<file path="src/rtl/os_array_feeder_if.sv">
// rtl/os_array_feeder_if.sv - tile control, operand beat and skewed edge-feed bundle for os_array_feeder
interface os_array_feeder_if #(
  parameter int N = 4
);
  logic           start;
  logic [7:0]     k_len;
  logic           src_valid;
  logic           src_ready;
  logic [N*8-1:0] src_a;
  logic [N*8-1:0] src_b;
  logic [N*8-1:0] a_row;
  logic [N*8-1:0] b_col;
  logic           compute_en;
  logic           busy;
  logic           done;
  logic           result_ack;
  logic [15:0]    stall_cnt;

  modport master (
    output start, k_len, src_valid, src_a, src_b, result_ack,
    input  src_ready, a_row, b_col, compute_en, busy, done, stall_cnt
  );

  modport slave (
    input  start, k_len, src_valid, src_a, src_b, result_ack,
    output src_ready, a_row, b_col, compute_en, busy, done, stall_cnt
  );
endinterface

</file>
<file path="src/rtl/os_array_feeder.sv">
// rtl/os_array_feeder.sv - skewed operand feeder and tile sequencer for an NxN output-stationary array
// Optional FEED-stall counter is built only when FEEDER_STALL_CNT_EN is defined.
module os_array_feeder #(
  parameter int N         = 4,
  parameter int DRAIN_CYC = 2 * N
) (
  input  logic              clk,
  input  logic              rst_n,
  os_array_feeder_if.slave  bus
);

  localparam logic [2:0] S_IDLE  = 3'd0;
  localparam logic [2:0] S_FEED  = 3'd1;
  localparam logic [2:0] S_DRAIN = 3'd2;
  localparam logic [2:0] S_HOLD  = 3'd3;
  localparam logic [2:0] S_CLEAR = 3'd4;
  localparam int DW = $clog2(DRAIN_CYC + 1);

  logic [2:0]     state_q, state_d;
  logic [7:0]     k_len_q, k_len_d;
  logic [7:0]     beat_cnt_q, beat_cnt_d;
  logic [DW-1:0]  drain_cnt_q, drain_cnt_d;
  logic           src_ready_q, src_ready_d;
  logic           compute_en_q, compute_en_d;
  logic           busy_q, busy_d;
  logic           done_q, done_d;
  logic [N*8-1:0] in_a_q, in_a_d;
  logic [N*8-1:0] in_b_q, in_b_d;
  logic [N*8-1:0] a_row_w;
  logic [N*8-1:0] b_col_w;
  logic           accept;
  logic           chain_run;

  assign accept    = bus.src_valid & src_ready_q;
  assign chain_run = (state_q == S_FEED) || (state_q == S_DRAIN);

  always_comb begin
    state_d     = state_q;
    k_len_d     = k_len_q;
    beat_cnt_d  = beat_cnt_q;
    drain_cnt_d = drain_cnt_q;
    case (state_q)
      S_IDLE: begin
        if (bus.start && (bus.k_len != 8'd0)) begin
          state_d    = S_FEED;
          k_len_d    = bus.k_len;
          beat_cnt_d = 8'd0;
        end
      end
      S_FEED: begin
        if (accept) begin
          beat_cnt_d = beat_cnt_q + 8'd1;
          if (beat_cnt_d == k_len_q) begin
            state_d     = S_DRAIN;
            drain_cnt_d = '0;
          end
        end
      end
      S_DRAIN: begin
        if (drain_cnt_q == DW'(DRAIN_CYC - 1)) begin
          state_d = S_HOLD;
        end else begin
          drain_cnt_d = drain_cnt_q + DW'(1);
        end
      end
      S_HOLD: begin
        if (bus.result_ack) begin
          state_d = S_CLEAR;
        end
      end
      S_CLEAR: state_d = S_IDLE;
      default: state_d = S_IDLE;
    endcase
  end

  // Outputs are computed from the next state so every one of them is a flop.
  always_comb begin
    src_ready_d  = (state_d == S_FEED) && (beat_cnt_d < k_len_d);
    compute_en_d = (state_d == S_FEED) || (state_d == S_DRAIN) || (state_d == S_HOLD);
    busy_d       = (state_d != S_IDLE);
    done_d       = (state_d == S_HOLD);
    in_a_d       = accept ? bus.src_a : '0;
    in_b_d       = accept ? bus.src_b : '0;
  end

  always_ff @(posedge clk or negedge rst_n) begin
    if (!rst_n) begin
      state_q      <= S_IDLE;
      k_len_q      <= 8'd0;
      beat_cnt_q   <= 8'd0;
      drain_cnt_q  <= '0;
      src_ready_q  <= 1'b0;
      compute_en_q <= 1'b0;
      busy_q       <= 1'b0;
      done_q       <= 1'b0;
      in_a_q       <= '0;
      in_b_q       <= '0;
    end else begin
      state_q      <= state_d;
      k_len_q      <= k_len_d;
      beat_cnt_q   <= beat_cnt_d;
      drain_cnt_q  <= drain_cnt_d;
      src_ready_q  <= src_ready_d;
      compute_en_q <= compute_en_d;
      busy_q       <= busy_d;
      done_q       <= done_d;
      in_a_q       <= in_a_d;
      in_b_q       <= in_b_d;
    end
  end

  // Lane g gets g+1 stages after the capture register, so a beat accepted at
  // edge t reaches lane g of the edge feed at edge t+1+g.
  for (genvar g = 0; g < N; g++) begin : g_lane
    logic [7:0] a_pipe_q [0:g];
    logic [7:0] a_pipe_d [0:g];
    logic [7:0] b_pipe_q [0:g];
    logic [7:0] b_pipe_d [0:g];

    always_comb begin
      for (int d = 0; d <= g; d++) begin
        a_pipe_d[d] = 8'd0;
        b_pipe_d[d] = 8'd0;
      end
      if (chain_run) begin
        a_pipe_d[0] = in_a_q[g*8 +: 8];
        b_pipe_d[0] = in_b_q[g*8 +: 8];
        for (int d = 1; d <= g; d++) begin
          a_pipe_d[d] = a_pipe_q[d-1];
          b_pipe_d[d] = b_pipe_q[d-1];
        end
      end
    end

    always_ff @(posedge clk or negedge rst_n) begin
      if (!rst_n) begin
        for (int d = 0; d <= g; d++) begin
          a_pipe_q[d] <= 8'd0;
          b_pipe_q[d] <= 8'd0;
        end
      end else begin
        for (int d = 0; d <= g; d++) begin
          a_pipe_q[d] <= a_pipe_d[d];
          b_pipe_q[d] <= b_pipe_d[d];
        end
      end
    end

    assign a_row_w[g*8 +: 8] = a_pipe_q[g];
    assign b_col_w[g*8 +: 8] = b_pipe_q[g];
  end

`ifdef FEEDER_STALL_CNT_EN
  logic [15:0] stall_cnt_q, stall_cnt_d;

  always_comb begin
    stall_cnt_d = stall_cnt_q;
    if ((state_q == S_IDLE) && (state_d == S_FEED)) begin
      stall_cnt_d = 16'd0;
    end else if ((state_q == S_FEED) && !bus.src_valid && (stall_cnt_q != 16'hFFFF)) begin
      stall_cnt_d = stall_cnt_q + 16'd1;
    end
  end

  always_ff @(posedge clk or negedge rst_n) begin
    if (!rst_n) begin
      stall_cnt_q <= 16'd0;
    end else begin
      stall_cnt_q <= stall_cnt_d;
    end
  end

  assign bus.stall_cnt = stall_cnt_q;
`else
  assign bus.stall_cnt = 16'd0;
`endif

  assign bus.src_ready  = src_ready_q;
  assign bus.compute_en = compute_en_q;
  assign bus.busy       = busy_q;
  assign bus.done       = done_q;
  assign bus.a_row      = a_row_w;
  assign bus.b_col      = b_col_w;

endmodule

</file>
<file path="src/flat_wrapper.sv">
// flat-port wrapper written by rule: the top's interface ports become plain ports
module os_array_feeder_flat 
#(
  parameter int N         = 4,
  parameter int DRAIN_CYC = 2 * N
)
  (clk, rst_n, bus_start, bus_k_len, bus_src_valid, bus_src_a, bus_src_b, bus_result_ack, bus_src_ready, bus_a_row, bus_b_col, bus_compute_en, bus_busy, bus_done, bus_stall_cnt);
  os_array_feeder_if #(.N(N)) bus_i ();
  input  logic clk;
  input  logic rst_n;
  input wire logic [$bits(bus_i.start)-1:0] bus_start;
  input wire logic [$bits(bus_i.k_len)-1:0] bus_k_len;
  input wire logic [$bits(bus_i.src_valid)-1:0] bus_src_valid;
  input wire logic [$bits(bus_i.src_a)-1:0] bus_src_a;
  input wire logic [$bits(bus_i.src_b)-1:0] bus_src_b;
  input wire logic [$bits(bus_i.result_ack)-1:0] bus_result_ack;
  output wire logic [$bits(bus_i.src_ready)-1:0] bus_src_ready;
  output wire logic [$bits(bus_i.a_row)-1:0] bus_a_row;
  output wire logic [$bits(bus_i.b_col)-1:0] bus_b_col;
  output wire logic [$bits(bus_i.compute_en)-1:0] bus_compute_en;
  output wire logic [$bits(bus_i.busy)-1:0] bus_busy;
  output wire logic [$bits(bus_i.done)-1:0] bus_done;
  output wire logic [$bits(bus_i.stall_cnt)-1:0] bus_stall_cnt;
  assign bus_i.start = bus_start;
  assign bus_i.k_len = bus_k_len;
  assign bus_i.src_valid = bus_src_valid;
  assign bus_i.src_a = bus_src_a;
  assign bus_i.src_b = bus_src_b;
  assign bus_i.result_ack = bus_result_ack;
  assign bus_src_ready = bus_i.src_ready;
  assign bus_a_row = bus_i.a_row;
  assign bus_b_col = bus_i.b_col;
  assign bus_compute_en = bus_i.compute_en;
  assign bus_busy = bus_i.busy;
  assign bus_done = bus_i.done;
  assign bus_stall_cnt = bus_i.stall_cnt;
  os_array_feeder #(.N(N), .DRAIN_CYC(DRAIN_CYC)) u_core (.clk(clk), .rst_n(rst_n), .bus(bus_i));
endmodule
</file>
<file path="config.mk">
export PLATFORM = sky130hd
export DESIGN_NAME = os_array_feeder_flat
export DESIGN_NICKNAME = d
export VERILOG_FILES = /design/src/rtl/os_array_feeder_if.sv /design/src/rtl/os_array_feeder.sv /design/src/flat_wrapper.sv
export SDC_FILE = /design/constraint.sdc
export NUM_CORES = 1
export LEC_CHECK = 0
export BUFFER_PORTS_ARGS = -buffer_cell sky130_fd_sc_hd__buf_4
export CORE_UTILIZATION = 55
export DETAILED_ROUTE_END_ITERATION = 10
export PLACE_DENSITY = 0.79
export SYNTH_ARGS = -nofsm -noshare
export SYNTH_HDL_FRONTEND = slang
export SYNTH_SLANG_ARGS = --single-unit
</file>
<file path="constraint.sdc">
create_clock -name clk -period 3.2 [get_ports clk]
set_input_delay 0.16 -clock clk [delete_from_list [all_inputs] [get_ports clk]]
set_output_delay 0.16 -clock clk [all_outputs]
set_load 0.1 [all_outputs]
</file>
==> results of run 1 <==
layer usage:
| metal | wire, um | global-route usage (%) | vias up |
|---|---|---|---|
| met5 | 0 | 0 | - |
| met4 | 499 | 7.24 | 0 |
| met3 | 805 | 3.15 | 43 |
| met2 | 8830 | 35.5 | 175 |
| met1 | 7050 | 26.4 | 2682 |
| li1 | - | - | 2530 |
state kept, by name, summed over array words and instances, names as in the netlist, 3 cells and up:
register                flops
u_core.drain_cnt_q          4
u_core.bus.b_col           24
u_core.beat_cnt_q           8
u_core.g_lane.a_pipe_q     56
u_core.k_len_q              8
u_core.bus.a_row           24
u_core.g_lane.b_pipe_q     56
u_core.in_a_q              32
u_core.in_b_q              32
u_core.state_q              3
cells by family after synthesis:
family | Yosys count
fa+ha+maj | 9
xor+xnor | 16
mux | 12
other cells | 1
simple gates | 288
flops | 251
compound gates | 22
buf+inv | 110
worst max-delay path by stage:
stage,from,endpoint,cells after the start
CTS,u_core.state_q[0]$_DFF_PN0_,u_core.bus.src_ready$_DFF_PN0_,10
detailed placement,u_core.state_q[0]$_DFF_PN0_,u_core.bus.src_ready$_DFF_PN0_,10
global placement,u_core.state_q[0]$_DFF_PN0_,u_core.bus.src_ready$_DFF_PN0_,10
finish,u_core.state_q[0]$_DFF_PN0_,u_core.bus.src_ready$_DFF_PN0_,10
floorplan,u_core.bus.src_ready$_DFF_PN0_,u_core.bus.src_ready$_DFF_PN0_,10
global route,u_core.state_q[0]$_DFF_PN0_,u_core.bus.src_ready$_DFF_PN0_,9
area by class of cell:
class                           instances  area, um^2
Fill cell                            1091        4820
Tap cell                              220         275
Sequential cell                       251        6280
Multi-Input combinational cell        363        2380
Inverter                               11        41.3
Clock buffer                           33         644
Timing Repair Buffer                  228        1930
Clock inverter                         11         153
metrics by stage:
step | worst slack, ns | instance area (um^2) | total power [mW]
after floorplan | 0.485 | 9310 | 6.92
after global placement | 0.441 | 10200 | 7.37
after detailed placement | 0.288 | 10200 | 7.49
after CTS | 0.278 | 11700 | 10.4
after global routing | 0.0190 | 11700 | 10.8
final | 0.230 | 11700 | 10.3
cell usage in the layout, fill, tap and decap left out, types with 10 or more instances in the layout:
cell and count:
and2_1 160, and3_1 66, buf_4 151, clkbuf_16 24, conb_1 16, dfrtp_1 250, dlygate4sd3_1 74, inv_1 11
nand2_1 13, nor2_1 10, xnor2_1 11
where the power goes:
part | internal, mW | switching [mW]
registers | 3.79 | 0.271
clock network | 1.66 | 1.15
logic | 0.963 | 2.48
tightest hold or removal path: cells and delay by family:
kind	cells	cell delay, ns
XOR/XNOR	1	0.13
AND/OR/NAND/NOR	2	0.25
buffers and inverters	1	0.13
==> flow_summary.html, run 1 <==
<table>
<tr><th>Metric</th><th>Value</th></tr>
<tr><th colspan="2">Pwr</th></tr>
<tr><td>IR Drop Worst-Case VDD</td><td>0.772 mV</td></tr>
<tr><td>Cell area power density</td><td>882 nW/um^2</td></tr>
<tr><td>Static leakage</td><td>around 6 nW</td></tr>
<tr><th colspan="2">Global route</th></tr>
<tr><td>First-pass GRT wire length</td><td>between 20000 and 30000 um</td></tr>
<tr><td>Number of global-route vias before repair</td><td>roughly 5700</td></tr>
<tr><td>Total GRT Usage</td><td>around 20%</td></tr>
<tr><td>Sum of overflow across all layers after global routing</td><td>0</td></tr>
<tr><td>Initial antenna violation count</td><td>0</td></tr>
<tr><td>Pin count of the biggest net entering global routing</td><td>~120</td></tr>
<tr><th colspan="2">Worst setup path</th></tr>
<tr><td>Largest fanout on the critical path</td><td>11</td></tr>
<tr><td>Stage delay of the slowest cell on the critical path</td><td>0.60 ns</td></tr>
<tr><td>Sort of element at the start of the critical path</td><td>flop</td></tr>
<tr><td>Reg-to-reg endpoint</td><td>u_core.bus.src_ready$_DFF_PN0_</td></tr>
<tr><td>R2r startpoint</td><td>u_core.state_q[0]$_DFF_PN0_</td></tr>
<tr><td>Required @ worst endpoint</td><td>3.57 ns</td></tr>
<tr><td>Chain of cells forming the critical path</td><td>or4b_1 &gt; a21oi_2 &gt; buf_4 &gt; nor2_1 &gt; ha_1 &gt; inv_1 &gt; a221oi_1 &gt; o211ai_1 &gt; a21oi_1 &gt; nor4_1</td></tr>
<tr><td>Number of cell instances on the worst register-to-register path</td><td>10</td></tr>
<tr><td>Family with the most delay on the worst path</td><td>compound AO/OA/AOI/OAI gates</td></tr>
<tr><td>Worst setup slack for register-to-register paths</td><td>about 0.23 ns</td></tr>
<tr><td>Buf+Inv Stages, Crit Path</td><td>2</td></tr>
<tr><td>Standard cell with the maximum stage delay on the critical path</td><td>or4b_1</td></tr>
<tr><td>Data arrival time of the critical path</td><td>3.34 ns</td></tr>
<tr><td>Crit. End Element</td><td>flop</td></tr>
<tr><td>Setup CP Type</td><td>reg2reg</td></tr>
<tr><th colspan="2">Clock tree</th></tr>
<tr><td>Setup Fix Bufs, Post-CTS</td><td>0</td></tr>
<tr><td>TritonCTS clock tree</td><td>done</td></tr>
<tr><td>Worst-Skew Late Latency</td><td>0.51 ns</td></tr>
<tr><td>H-Tree Depth</td><td>1</td></tr>
<tr><td>Count of hold buffers inserted by post-cts repair</td><td>74</td></tr>
<tr><td>Clk pin slew, worst setup/hold paths</td><td>0.06 ns</td></tr>
<tr><td>Total number of clock tree sinks</td><td>251</td></tr>
<tr><td>Number of resized instances in the post-cts repair step</td><td>0</td></tr>
<tr><td>Maximum count of clock buffers along a single path</td><td>3</td></tr>
<tr><td>Clock Root Buffer</td><td>clkbuf_16</td></tr>
<tr><td>TritonCTS buffer count</td><td>24</td></tr>
<tr><th colspan="2">Hold path</th></tr>
<tr><td>Worst Hold End</td><td>u_core.beat_cnt_q[0]$_DFF_PN0_</td></tr>
<tr><td>Hold Crit Class</td><td>in2reg</td></tr>
<tr><td>Number of stages on the worst hold path</td><td>4</td></tr>
<tr><td>Worst Hold Launch</td><td>bus_src_valid</td></tr>
<tr><th colspan="2">Logic synthesis</th></tr>
<tr><td>Synth Register Bits</td><td>approximately 250</td></tr>
<tr><td>Post-Synthesis Mean Instance Area</td><td>13.1 um^2</td></tr>
<tr><td>Synth top area share</td><td>67.9%</td></tr>
<tr><td>Arithmetic-cell share of the synthesized area counting full adders, half adders and majority gates</td><td>1.22%</td></tr>
<tr><td>Fraction of the mapped netlist area in simple logic gates</td><td>19.1%</td></tr>
<tr><td>Mux contribution to synthesized area</td><td>1.38%</td></tr>
<tr><td>Most used standard cell by instance count after synthesis</td><td>dfrtp_1</td></tr>
<tr><td>Share of the synthesized netlist area taken by xor and xnor gates</td><td>1.51%</td></tr>
<tr><td>Number of flops mapped to enable cells by yosys</td><td>0</td></tr>
<tr><td>Leading register cell type out of synthesis</td><td>dfrtp_1</td></tr>
<tr><td>Total number of yosys warnings</td><td>0</td></tr>
<tr><td>Post-synth top area cell</td><td>dfrtp_1</td></tr>
<tr><td>Post-synthesis instance area</td><td>9260 um^2</td></tr>
<tr><td>Combinational family with the most area after synthesis</td><td>simple AND/OR/NAND/NOR gates</td></tr>
<tr><td>Ys async rst share</td><td>100%</td></tr>
<tr><td>Synth area leaders</td><td>dfrtp_1 68%, and2_1 11%, buf_4 5.2%, and3_1 4.5%, clkbuf_1 1.3%</td></tr>
<tr><td>Gate count of the mapped netlist</td><td>709</td></tr>
<tr><td>Distinct cell type count of the synthesized netlist</td><td>46</td></tr>
<tr><td>Fraction of the yosys area taken by sequential cells</td><td>67.9%</td></tr>
<tr><td>Most numerous cell types in the synthesized netlist</td><td>251 x dfrtp_1, 160 x and2_1, 66 x and3_1</td></tr>
<tr><td>Complex-gate fraction of the synthesized area</td><td>1.85%</td></tr>
<tr><th colspan="2">Layout</th></tr>
<tr><td>Area Overhead vs Synth</td><td>26.5%</td></tr>
<tr><td>Antenna diode count</td><td>0</td></tr>
<tr><td>Final standard cell utilization of the core</td><td>between 70% and 80%</td></tr>
<tr><td>Total number of nets in the final design</td><td>approximately 970</td></tr>
<tr><td>Final Instance Count excl. Fillers</td><td>1117</td></tr>
<tr><td>Share of layout cells above drive strength 1</td><td>22.7%</td></tr>
<tr><th colspan="2">Drt</th></tr>
<tr><td>Antenna-violating nets left</td><td>0</td></tr>
<tr><td>Routed wire per std cell</td><td>~15 um</td></tr>
<tr><td>Total Wirelength</td><td>roughly 17000 um</td></tr>
<tr><td>Number of DRC markers after the initial detailed-route iteration</td><td>276</td></tr>
<tr><td>Via count</td><td>5430</td></tr>
<tr><td>DRC violations left</td><td>0</td></tr>
<tr><td>First-pass iteration count of the detailed router</td><td>4</td></tr>
<tr><td>Drt via density</td><td>4.86</td></tr>
<tr><th colspan="2">Die</th></tr>
<tr><td>Die height</td><td>between 100 and 150 um</td></tr>
<tr><td>Die span in x</td><td>approximately 130 um</td></tr>
<tr><td>Overall die area</td><td>17400 um^2</td></tr>
<tr><td>Core outline area</td><td>16500 um^2</td></tr>
<tr><td>Effective utilization at floorplan</td><td>a little under three fifths</td></tr>
<tr><td>Number of ports placed on the die boundary</td><td>approximately 160</td></tr>
<tr><td>Std cell rows</td><td>47</td></tr>
<tr><th colspan="2">Flow run</th></tr>
<tr><td>Max-capacitance violation count</td><td>0</td></tr>
<tr><th colspan="2">STA</th></tr>
<tr><td>Final hold viol count</td><td>0</td></tr>
<tr><td>Final period util</td><td>92.8%</td></tr>
<tr><td>Max-slew violation count</td><td>0</td></tr>
<tr><td>Final critical path time including I/O delays and setup</td><td>2.97 ns</td></tr>
<tr><td>Worst slew margin</td><td>53.1%</td></tr>
<tr><td>Worst slack on hold paths</td><td>0.208 ns</td></tr>
<tr><td>Unrepaired setup endpoints after global routing</td><td>no</td></tr>
<tr><td>Setup TNS after final layout</td><td>0 ns</td></tr>
<tr><td>Worst Max-Slew Pin Slew</td><td>0.704 ns</td></tr>
<tr><td>Highest clock rate</td><td>337 MHz</td></tr>
<tr><td>Total setup violations reported at the end of the flow</td><td>0</td></tr>
<tr><td>Setup clock skew after layout</td><td>0.0132 ns</td></tr>
<tr><th colspan="2">Place</th></tr>
<tr><td>Port Buf Inserts</td><td>roughly 140</td></tr>
<tr><td>Final weighted congestion in routability-driven placement</td><td>0.861</td></tr>
<tr><td>Post-detailed-placement half-perimeter wirelength</td><td>10100 um</td></tr>
<tr><td>Placed Cells incl. Taps</td><td>999</td></tr>
<tr><th colspan="2">Status</th></tr>
<tr><td>Status</td><td>finished clean</td></tr>
</table>
Note: power is estimated with default switching activity, not from simulation.
==> run 2: changes to the inputs <==
BUFFER_PORTS_ARGS = -buffer_cell sky130_fd_sc_hd__buf_2   (was -buffer_cell sky130_fd_sc_hd__buf_4)
==> run 2 against run 1 <==
  * The flow now finishes with violations (design-rule violations)
  * Via count decreased by 0.63%
  * Worst hold slack got worse by 0.13 ns
  * First-iteration DRC count increased by 28%
  * Largest cell class unchanged
  * Largest power group unchanged
  * Clock skew decreased by 0.0017 ns
  * Register-to-register slack improved by 0.03 ns
  * Clock-buffer cell count decreased by 1
  * Non-clock buffer count increased by 1
  * Flip-flop and latch count unchanged
  * Worst setup slack improved by 0.026 ns
  * Critical endpoint unchanged
  * Critical path type unchanged
==> flow_summary.html, run 2 (synthesized netlist as in run 1, its figures left out) <==
<table>
<tr><th>Metric</th><th>Value</th></tr>
<tr><th colspan="2">Worst setup path</th></tr>
<tr><td>Required @ worst endpoint</td><td>3.57 ns</td></tr>
<tr><td>Family with the most delay on the worst path</td><td>compound AO/OA/AOI/OAI gates</td></tr>
<tr><td>Buf+Inv Stages, Crit Path</td><td>2</td></tr>
<tr><td>R2r startpoint</td><td>u_core.state_q[0]$_DFF_PN0_</td></tr>
<tr><td>Standard cell with the maximum stage delay on the critical path</td><td>or4b_1</td></tr>
<tr><td>Stage delay of the slowest cell on the critical path</td><td>0.61 ns</td></tr>
<tr><td>Crit. End Element</td><td>flop</td></tr>
<tr><td>Data arrival time of the critical path</td><td>3.31 ns</td></tr>
<tr><td>Sort of element at the start of the critical path</td><td>flop</td></tr>
<tr><td>Chain of cells forming the critical path</td><td>or4b_1 &gt; a21oi_2 &gt; buf_4 &gt; nor2_1 &gt; ha_1 &gt; inv_1 &gt; a221oi_1 &gt; o211ai_1 &gt; a21oi_1 &gt; nor4_1</td></tr>
<tr><td>Number of cell instances on the worst register-to-register path</td><td>10</td></tr>
<tr><td>Worst setup slack for register-to-register paths</td><td>0.26 ns</td></tr>
<tr><td>Setup CP Type</td><td>reg2reg</td></tr>
<tr><td>Largest fanout on the critical path</td><td>10</td></tr>
<tr><td>Reg-to-reg endpoint</td><td>u_core.bus.src_ready$_DFF_PN0_</td></tr>
<tr><th colspan="2">Global route</th></tr>
<tr><td>Total GRT Usage</td><td>between 20% and 30%</td></tr>
<tr><td>First-pass GRT wire length</td><td>28000 um</td></tr>
<tr><td>Pin count of the biggest net entering global routing</td><td>84</td></tr>
<tr><td>Initial antenna violation count</td><td>0</td></tr>
<tr><td>Sum of overflow across all layers after global routing</td><td>0</td></tr>
<tr><td>Number of global-route vias before repair</td><td>5643</td></tr>
<tr><th colspan="2">Hold path</th></tr>
<tr><td>Hold Crit Class</td><td>in2reg</td></tr>
<tr><td>Worst Hold Launch</td><td>bus_src_valid</td></tr>
<tr><td>Worst Hold End</td><td>u_core.in_a_q[28]$_DFF_PN0_</td></tr>
<tr><td>Number of stages on the worst hold path</td><td>2</td></tr>
<tr><th colspan="2">Clock tree</th></tr>
<tr><td>Setup Fix Bufs, Post-CTS</td><td>0</td></tr>
<tr><td>Clk pin slew, worst setup/hold paths</td><td>0.06 ns</td></tr>
<tr><td>Total number of clock tree sinks</td><td>251</td></tr>
<tr><td>TritonCTS buffer count</td><td>24</td></tr>
<tr><td>Clock Root Buffer</td><td>clkbuf_16</td></tr>
<tr><td>Number of resized instances in the post-cts repair step</td><td>0</td></tr>
<tr><td>H-Tree Depth</td><td>1</td></tr>
<tr><td>Worst-Skew Late Latency</td><td>0.51 ns</td></tr>
<tr><td>TritonCTS clock tree</td><td>done</td></tr>
<tr><td>Maximum count of clock buffers along a single path</td><td>3</td></tr>
<tr><td>Count of hold buffers inserted by post-cts repair</td><td>74</td></tr>
<tr><th colspan="2">Die</th></tr>
<tr><td>Core outline area</td><td>16500 um^2</td></tr>
<tr><td>Die height</td><td>132 um</td></tr>
<tr><td>Effective utilization at floorplan</td><td>56.0%</td></tr>
<tr><td>Std cell rows</td><td>47</td></tr>
<tr><td>Die span in x</td><td>132 um</td></tr>
<tr><td>Overall die area</td><td>17400 um^2</td></tr>
<tr><td>Number of ports placed on the die boundary</td><td>161</td></tr>
<tr><th colspan="2">Layout</th></tr>
<tr><td>Final Instance Count excl. Fillers</td><td>1116</td></tr>
<tr><td>Area Overhead vs Synth</td><td>23.2%</td></tr>
<tr><td>Share of layout cells above drive strength 1</td><td>23.2%</td></tr>
<tr><td>Most common cell after layout, fill and taps aside</td><td>dfrtp_1</td></tr>
<tr><td>Total number of nets in the final design</td><td>~970</td></tr>
<tr><td>Antenna diode count</td><td>0</td></tr>
<tr><td>Most frequent cells in the layout</td><td>250 x dfrtp_1, 160 x and2_1, 143 x buf_2</td></tr>
<tr><td>Top flop regs</td><td>u_core.g_lane.a_pipe_q: 56 flops, u_core.g_lane.b_pipe_q: 56 flops</td></tr>
<tr><th colspan="2">STA</th></tr>
<tr><td>Total setup violations reported at the end of the flow</td><td>0</td></tr>
<tr><td>Highest clock rate</td><td>~340 MHz</td></tr>
<tr><td>Setup TNS after final layout</td><td>0 ns</td></tr>
<tr><td>Worst slew margin</td><td>54.3%</td></tr>
<tr><td>Final critical path time including I/O delays and setup</td><td>2.94 ns</td></tr>
<tr><td>Max-slew violation count</td><td>0</td></tr>
<tr><td>Unrepaired setup endpoints after global routing</td><td>no</td></tr>
<tr><td>Final period util</td><td>between 90% and 100%</td></tr>
<tr><td>Worst Max-Slew Pin Slew</td><td>0.684 ns</td></tr>
<tr><td>Setup clock skew after layout</td><td>0.0115 ns</td></tr>
<tr><td>Final hold viol count</td><td>0</td></tr>
<tr><th colspan="2">Flow run</th></tr>
<tr><td>Max-capacitance violation count</td><td>0</td></tr>
<tr><th colspan="2">Drt</th></tr>
<tr><td>Number of DRC markers after the initial detailed-route iteration</td><td>approximately 350</td></tr>
<tr><td>Routed wire per std cell</td><td>roughly 15 um</td></tr>
<tr><td>Max layer used</td><td>met4</td></tr>
<tr><td>DRC violations left</td><td>2</td></tr>
<tr><td>Total Wirelength</td><td>16500 um</td></tr>
<tr><td>Detailed-routing wirelength on met1</td><td>~7000 um</td></tr>
<tr><td>Met3 wire len</td><td>between 700 and 800 um</td></tr>
<tr><td>Via count</td><td>5396</td></tr>
<tr><td>Met2 routed wirelength</td><td>8270 um</td></tr>
<tr><td>First-pass iteration count of the detailed router</td><td>9</td></tr>
<tr><td>Drt via density</td><td>4.84</td></tr>
<tr><td>Antenna-violating nets left</td><td>0</td></tr>
<tr><th colspan="2">Status</th></tr>
<tr><td>Failing checks</td><td>design-rule violations</td></tr>
<tr><td>Status</td><td>complete, but fails checks</td></tr>
<tr><th colspan="2">Pwr</th></tr>
<tr><td>Static leakage</td><td>between 5 and 6 nW</td></tr>
<tr><td>Cell area power density</td><td>896 nW/um^2</td></tr>
<tr><td>IR Drop Worst-Case VDD</td><td>0.575 mV</td></tr>
<tr><th colspan="2">Place</th></tr>
<tr><td>Port Buf Inserts</td><td>~140</td></tr>
<tr><td>Placed Cells incl. Taps</td><td>1000</td></tr>
<tr><td>Post-detailed-placement half-perimeter wirelength</td><td>around 9800 um</td></tr>
<tr><td>Final weighted congestion in routability-driven placement</td><td>0.852</td></tr>
</table>
==> run 2: stage by stage <==
stage	setup WS [ns]	util [%]	hold WS (ns)	power (mW)	cell area [um^2]
floorplan	0.485	-	-0.136	6.92	9310
global placement	0.441	59.6	0.181	7.24	9850
detailed placement	0.280	59.6	0.188	7.33	9850
CTS	0.261	69.0	0.0505	10.3	11400
global route	0.0563	69.0	0.0645	10.7	11400
finish	0.256	69.0	0.0731	10.2	11400
==> run 2: layout make-up <==
cell class                      instances  area, um^2
Fill cell                            1134        5120
Multi-Input combinational cell        363        2380
Clock inverter                         10         136
Sequential cell                       251        6280
Timing Repair Buffer                  229        1600
Inverter                               11        41.3
Clock buffer                           32         681
Tap cell                              220         275
==> run 2: per-layer routing <==
layer	up-vias	global-route usage, %
li1	2532	-
met1	2650	26.9
met2	168	33.3
met3	46	3.81
met4	0	7.30
met5	-	0
==> run 2: worst max-delay path by stage <==
stage | from | endpoint | slack (ns) | cells after the start
after floorplan | u_core.bus.src_ready$_DFF_PN0_ | u_core.bus.src_ready$_DFF_PN0_ | 0.49 | 10
after global routing | u_core.state_q[0]$_DFF_PN0_ | u_core.bus.src_ready$_DFF_PN0_ | 0.06 | 10
after detailed placement | u_core.state_q[0]$_DFF_PN0_ | u_core.bus.src_ready$_DFF_PN0_ | 0.28 | 10
after CTS | u_core.state_q[0]$_DFF_PN0_ | u_core.bus.src_ready$_DFF_PN0_ | 0.26 | 10
after global placement | u_core.state_q[0]$_DFF_PN0_ | u_core.bus.src_ready$_DFF_PN0_ | 0.44 | 10
final | u_core.state_q[0]$_DFF_PN0_ | u_core.bus.src_ready$_DFF_PN0_ | 0.26 | 10
==> run 2: report_power, final <==
group | internal (mW) | switching (mW) | leakage (nW)
combinational | 0.831 | 2.46 | 2.24
sequential | 3.79 | 0.270 | 3.26
clock | 1.73 | 1.13 | 0.408
total | 6.36 | 3.87 | 5.91
==> run 2: worst register-to-register path: stages, from the launching register on <==
cell	delay (ns)
dfrtp_1	0.47
or4b_1	0.61
a21oi_2	0.44
buf_4	0.27
nor2_1	0.08
ha_1	0.27
inv_1	0.04
a221oi_1	0.22
o211ai_1	0.14
a21oi_1	0.20
nor4_1	0.07
